## src/rtl/sw_debounce.sv

```systemverilog
// Two-flop synchroniser plus independent per-bit stability-counter debounce for raw slide switches.
// Optional macro SW_GLITCH_CNT_EN adds a saturating 16-bit count of aborted bounce windows.
module sw_debounce #(
    parameter int WIDTH     = 4,
    parameter int DB_CYCLES = 10,
    parameter int CNT_W     = 8
) (
    input  logic             clk,
    input  logic             rst_n,
    input  logic [WIDTH-1:0] sw_raw,
    output logic [WIDTH-1:0] sw_db,
    output logic [WIDTH-1:0] sw_rise,
    output logic [WIDTH-1:0] sw_fall,
    output logic             sw_changed,
    output logic             sw_all_zero
`ifdef SW_GLITCH_CNT_EN
    ,
    output logic [15:0]      glitch_cnt
`endif
);

    localparam logic [CNT_W-1:0] CNT_LAST = CNT_W'(DB_CYCLES - 1);
    localparam logic [CNT_W-1:0] CNT_ONE  = CNT_W'(1);
    localparam logic [CNT_W-1:0] CNT_ZERO = CNT_W'(0);

    logic [WIDTH-1:0] s1_q, s1_d;
    logic [WIDTH-1:0] s2_q, s2_d;
    logic [WIDTH-1:0] db_q, db_d;
    logic [WIDTH-1:0] rise_q, rise_d;
    logic [WIDTH-1:0] fall_q, fall_d;
    logic             changed_q, changed_d;
    logic [CNT_W-1:0] cnt_q [WIDTH];
    logic [CNT_W-1:0] cnt_d [WIDTH];

`ifdef SW_GLITCH_CNT_EN
    logic             abort_s;
    logic [15:0]      glitch_q, glitch_d;
`endif

    // Next-state logic: synchroniser shift and per-bit stability counting.
    always_comb begin
        s1_d   = sw_raw;
        s2_d   = s1_q;
        db_d   = db_q;
        rise_d = {WIDTH{1'b0}};
        fall_d = {WIDTH{1'b0}};
`ifdef SW_GLITCH_CNT_EN
        abort_s = 1'b0;
`endif
        for (int i = 0; i < WIDTH; i++) begin
            cnt_d[i] = cnt_q[i];
            if (s2_q[i] == db_q[i]) begin
                cnt_d[i] = CNT_ZERO;
`ifdef SW_GLITCH_CNT_EN
                if (cnt_q[i] != CNT_ZERO) begin
                    abort_s = 1'b1;
                end else begin
                    abort_s = abort_s;
                end
`endif
            end else if (cnt_q[i] == CNT_LAST) begin
                // Threshold reached: commit the new level and pulse the matching edge.
                db_d[i]   = s2_q[i];
                cnt_d[i]  = CNT_ZERO;
                rise_d[i] = s2_q[i];
                fall_d[i] = ~s2_q[i];
            end else begin
                cnt_d[i] = cnt_q[i] + CNT_ONE;
            end
        end
        changed_d = |(rise_d | fall_d);
    end

`ifdef SW_GLITCH_CNT_EN
    // Saturating aborted-bounce counter.
    always_comb begin
        if (abort_s && (glitch_q != 16'hFFFF)) begin
            glitch_d = glitch_q + 16'd1;
        end else begin
            glitch_d = glitch_q;
        end
    end

    // Glitch counter register, cleared only by reset.
    always_ff @(posedge clk) begin
        if (!rst_n) begin
            glitch_q <= 16'd0;
        end else begin
            glitch_q <= glitch_d;
        end
    end

    assign glitch_cnt = glitch_q;
`endif

    // State registers with synchronous active-low reset.
    always_ff @(posedge clk) begin
        if (!rst_n) begin
            s1_q      <= {WIDTH{1'b0}};
            s2_q      <= {WIDTH{1'b0}};
            db_q      <= {WIDTH{1'b0}};
            rise_q    <= {WIDTH{1'b0}};
            fall_q    <= {WIDTH{1'b0}};
            changed_q <= 1'b0;
            for (int i = 0; i < WIDTH; i++) begin
                cnt_q[i] <= CNT_ZERO;
            end
        end else begin
            s1_q      <= s1_d;
            s2_q      <= s2_d;
            db_q      <= db_d;
            rise_q    <= rise_d;
            fall_q    <= fall_d;
            changed_q <= changed_d;
            for (int i = 0; i < WIDTH; i++) begin
                cnt_q[i] <= cnt_d[i];
            end
        end
    end

    assign sw_db       = db_q;
    assign sw_rise     = rise_q;
    assign sw_fall     = fall_q;
    assign sw_changed  = changed_q;
    assign sw_all_zero = (db_q == {WIDTH{1'b0}});

endmodule
```

## config.mk

```make
export PLATFORM = sky130hd
export DESIGN_NAME = sw_debounce
export DESIGN_NICKNAME = d
export VERILOG_FILES = /design/src/rtl/sw_debounce.sv
export SDC_FILE = /design/constraint.sdc
export NUM_CORES = 1
export LEC_CHECK = 0
export CAP_MARGIN = 0
export CELL_PAD_IN_SITES_DETAIL_PLACEMENT = 1
export CELL_PAD_IN_SITES_GLOBAL_PLACEMENT = 2
export CORE_UTILIZATION = 36
export DETAILED_ROUTE_END_ITERATION = 10
export GPL_TIMING_DRIVEN = 0
export PLACE_DENSITY_LB_ADDON = 0.1
export SKIP_LAST_GASP = 1
export SYNTH_ARGS = -nofsm -noshare
export SYNTH_HDL_FRONTEND = slang
export SYNTH_SLANG_ARGS = --single-unit
```

## constraint.sdc

```tcl
create_clock -name clk -period 1.75 [get_ports clk]
set_clock_uncertainty 0.1 [all_clocks]
set_input_delay 0.35 -clock clk [delete_from_list [all_inputs] [get_ports clk]]
set_output_delay 0.35 -clock clk [all_outputs]
set_load 0.01 [all_outputs]
```

==> flow_summary_export.csv <==
group,metric,value,unit
grt,wire_length_of_the_first_global_routing_pass,7090,um
clocking,tritoncts_num_sinks,53,
grt,grt_overflow,0,
cells_and_area,diodes,0,
setup_path,critical_path.startpoint_type,"flip-flop",
hold_path,whs_endpoint,"s2_q[0]",
setup_path,worstPathArrival,1.24,ns
floorplanning,num_rows,28,
timing,post-route-min-period,1.69,ns
power,power.switching,0.421,mW
grt,grt_usage,14.6,%
yosys,synth_xor_area_share,6.38,%
clocking,insertion_delay,0.30,ns
placed_design,detailed_place_hpwl,3140,um
placed_design,placement.io_buffers,19,
yosys,synth_area,2200,um^2
grt,grt_max_degree,15,
setup_path,path_cells,"clkdlybuf4s50_1",
clocking,clock_tree.root_cell,"sky130_fd_sc_hd__clkbuf_8",
power,ir_worst_vdd,0.299,mV
cells_and_area,postLayoutCoreUtil,44.8,%
yosys,syn_avg_cell_area,9.80,um^2
route,wl,4340,um
yosys,synthArstFlopShare,0,%
job,maxCapViolations,0,
setup_path,reg2reg_depth,3,
route,avgViaCountPerCell,5.07,
power,seqPwrFrac,61.7,%
clocking,ctsLongestPathBuffers,2,
setup_path,timing.critical_path.buf_inv,1,
power,power-per-cell-area,750,nW/um^2
setup_path,critPathMaxStageDelay,0.54,ns
cells_and_area,post_route_cells_drive_above_1_share,13.0,%
setup_path,worstSetupPathType,"flip-flop to output port",
yosys,synth_top_family_by_area,"simple AND/OR/NAND/NOR gates",
yosys,synth_cell_type_count,31,
cells_and_area,fillCellCount,682,
clocking,cts_buffers,5,
route,drt_drc_violations_left,0,
placed_design,globalplace.congestion,0.709,
route,avgRoutedWirePerCell,13.2,um
setup_path,worstPathRequired,1.30,ns
power,cell_internal_pwr,1.56,mW
power,switching_part_of_the_total,21.3,%
hold_path,whs_path_depth,1,
setup_path,worst_r2r_startpoint,"cnt_q[2][5]",
timing,slew_violations,0,
timing,timing.max_slew.rel_slack,68.5,%
hold_path,hp-class,"flip-flop to flip-flop",
route,route.vias.total,1662,
cells_and_area,finalInstanceArea,2640,um^2
route,iteration_count_of_the_initial_detailed_routing_pass,4,
setup_path,reg2reg_slack,0.07,ns
clocking,cts-hold-fix-buffers,0,
cells_and_area,layout.nets,267,
floorplanning,pin_count,20,
yosys,ys_seq_area_share,48.3,%
timing,worstMarginPinSlew,0.466,ns
hold_path,holdCritStartpoint,"s1_q[0]",
clocking,cts_tree,"built",
floorplanning,die_y,80.1,um
grt,grt_pass1_vias,1556,
setup_path,critical_path.reg2reg.endpoint,"cnt_q[2][4]",
clocking,cts.htree.levels,2,
cells_and_area,layout.cells.most_common,"sky130_fd_sc_hd__dfxtp_1",
yosys,dominantRegCellSynth,"sky130_fd_sc_hd__dfxtp_1",
status,status,"complete, no violations",
yosys,synth_adder_area_share,4.56,%
yosys,synth_simple_gate_area_share,26.7,%
grt,antenna_found_initial,0,
setup_path,setup.worst_path.end_class,"output port",
floorplanning,die_x,80.1,um
route,drtAntennaViolNets,0,
setup_path,critPathMaxFanout,6,
placed_design,placedInstanceArea,2480,um^2
yosys,ys_seq_elements,53,
route,drtIter0Drc,28,
yosys,synth_mux_area_share,0,%
cells_and_area,most-common-layout-cells,"45 x sky130_fd_sc_hd__dfxtp_1, 22 x sky130_fd_sc_hd__nor2_1, 19 x sky130_fd_sc_hd__nand3_1",
timing,finalHoldViolCount,0,
floorplanning,initial_utilization,37.3,%
yosys,synth_compound_area_share,11.8,%
power,clock_power_share,35.3,%
yosys,synth_edf_count,0,
clocking,clkSlewWorstSetupHoldPaths,0.09,ns
power,combinationalPowerShare,2.9,%
floorplanning,floorplan.core_area,5890,um^2
setup_path,cp_top_family,"buffers and inverters",
floorplanning,floorplan.die_area,6420,um^2
yosys,mappedNetlistNets,238,
timing,achievable-frequency,592,MHz
setup_path,slowest_stage,"sky130_fd_sc_hd__clkdlybuf4s50_1",
yosys,netlist_instances,224,
timing,fraction_of_the_cycle_the_final_worst_path_needs,96.4,%
timing,whs,0.342,ns
power,static-leakage-power,0.944,nW
cells_and_area,syn2layout_area_growth,20.1,%
timing,final-setup-viol-count,0,
timing,grt_setup_unrepaired,"true",
yosys,yosys_warnings,0,
-- routing by layer --
| layer | routed length, um | vias up | global-route usage [%] |
|---|---|---|---|
| li1 | - | 860 | - |
| met1 | 2190 | 779 | 18.1 |
| met2 | 1960 | 17 | 24.1 |
| met3 | 121 | 6 | 4.20 |
| met4 | 65 | 0 | 5.36 |
| met5 | 0 | - | 0 |
-- area by class of cell --
type | instances | area, um^2 | area share (%)
Timing Repair Buffer | 22 | 210 | 7.97
Tap cell | 75 | 93.8 | 3.56
Clock buffer | 7 | 86.3 | 3.27
Inverter | 6 | 22.5 | 0.854
Sequential cell | 53 | 1080 | 40.9
Buffer | 4 | 25.0 | 0.949
Multi-Input combinational cell | 161 | 1120 | 42.5
-- power by group through the flow --
stage	sequential [mW]	combinational, mW	clock (mW)
after floorplan	1.25	0.0320	0
after global routing	1.22	0.0649	0.779
final	1.22	0.0578	0.699
after global placement	1.25	0.0531	0
after detailed placement	1.25	0.0538	0
after CTS	1.23	0.0565	0.738
-- kinds of logic (layout without fill, tap and decap cells) --
group | count (synthesis) | in the layout
compound gates | 37 | 37
xor+xnor | 16 | 16
fa+ha+maj | 8 | 8
buf+inv | 10 | 39
flops | 53 | 53
simple gates | 100 | 100
-- worst max-delay path by stage --
stage,from,end,slack (ns),cells past startpoint
3_3_place_gp,rst_n,cnt_q[0][6],-0.42,4
5_1_grt,cnt_q[0][1],cnt_q[0][5],-0.006,5
4_1_cts,sw_db[2],sw_db[2],0.003,1
3_5_place_dp,rst_n,cnt_q[0][7],-0.43,4
6_report,sw_db[3],sw_db[3],0.06,1
2_1_floorplan,cnt_q[0][0],cnt_q[0][2],0.15,4
-- cells in the mapped netlist (all sizes together), types with 5 or more instances --
cell type / instances / area [um^2]
a21oi: 16 / 80.1
and2: 8 / 50.1
and4b: 8 / 80.1
dfxtp: 53 / 1060
ha: 8 / 100
inv: 6 / 22.5
nand2: 12 / 45.0
nand3: 20 / 105
nor2: 22 / 82.6
o21ai: 11 / 55.1
o31ai: 5 / 37.5
or3: 9 / 56.3
or4: 5 / 45.0
xor2: 12 / 105
-- registers in the layout, summed over array words and instances, names as in the netlist --
register    count
cnt_q          32
sw_db           4
sw_fall         4
sw_rise         4
s1_q            4
s2_q            4
sw_changed      1
-- metrics by stage --
step	worst slack, ns	power (mW)	setup TNS (ns)	cells
4_1_cts	0.00344	2.02	0	325
5_1_grt	-0.00640	2.07	-0.00640	328
2_1_floorplan	0.146	1.28	0	224
3_5_place_dp	-0.434	1.31	-11.31	318
6_report	0.0622	1.98	0	328
3_3_place_gp	-0.420	1.31	-10.93	318
-- timing repair --
action | 4_1_cts | 5_1_grt
resized for setup | 11 | 11
buffers inserted | 0 | 3
pin swaps | 2 | 5
endpoints found under the setup margin | 37 | 37
Note: power is estimated with default switching activity, not from simulation.
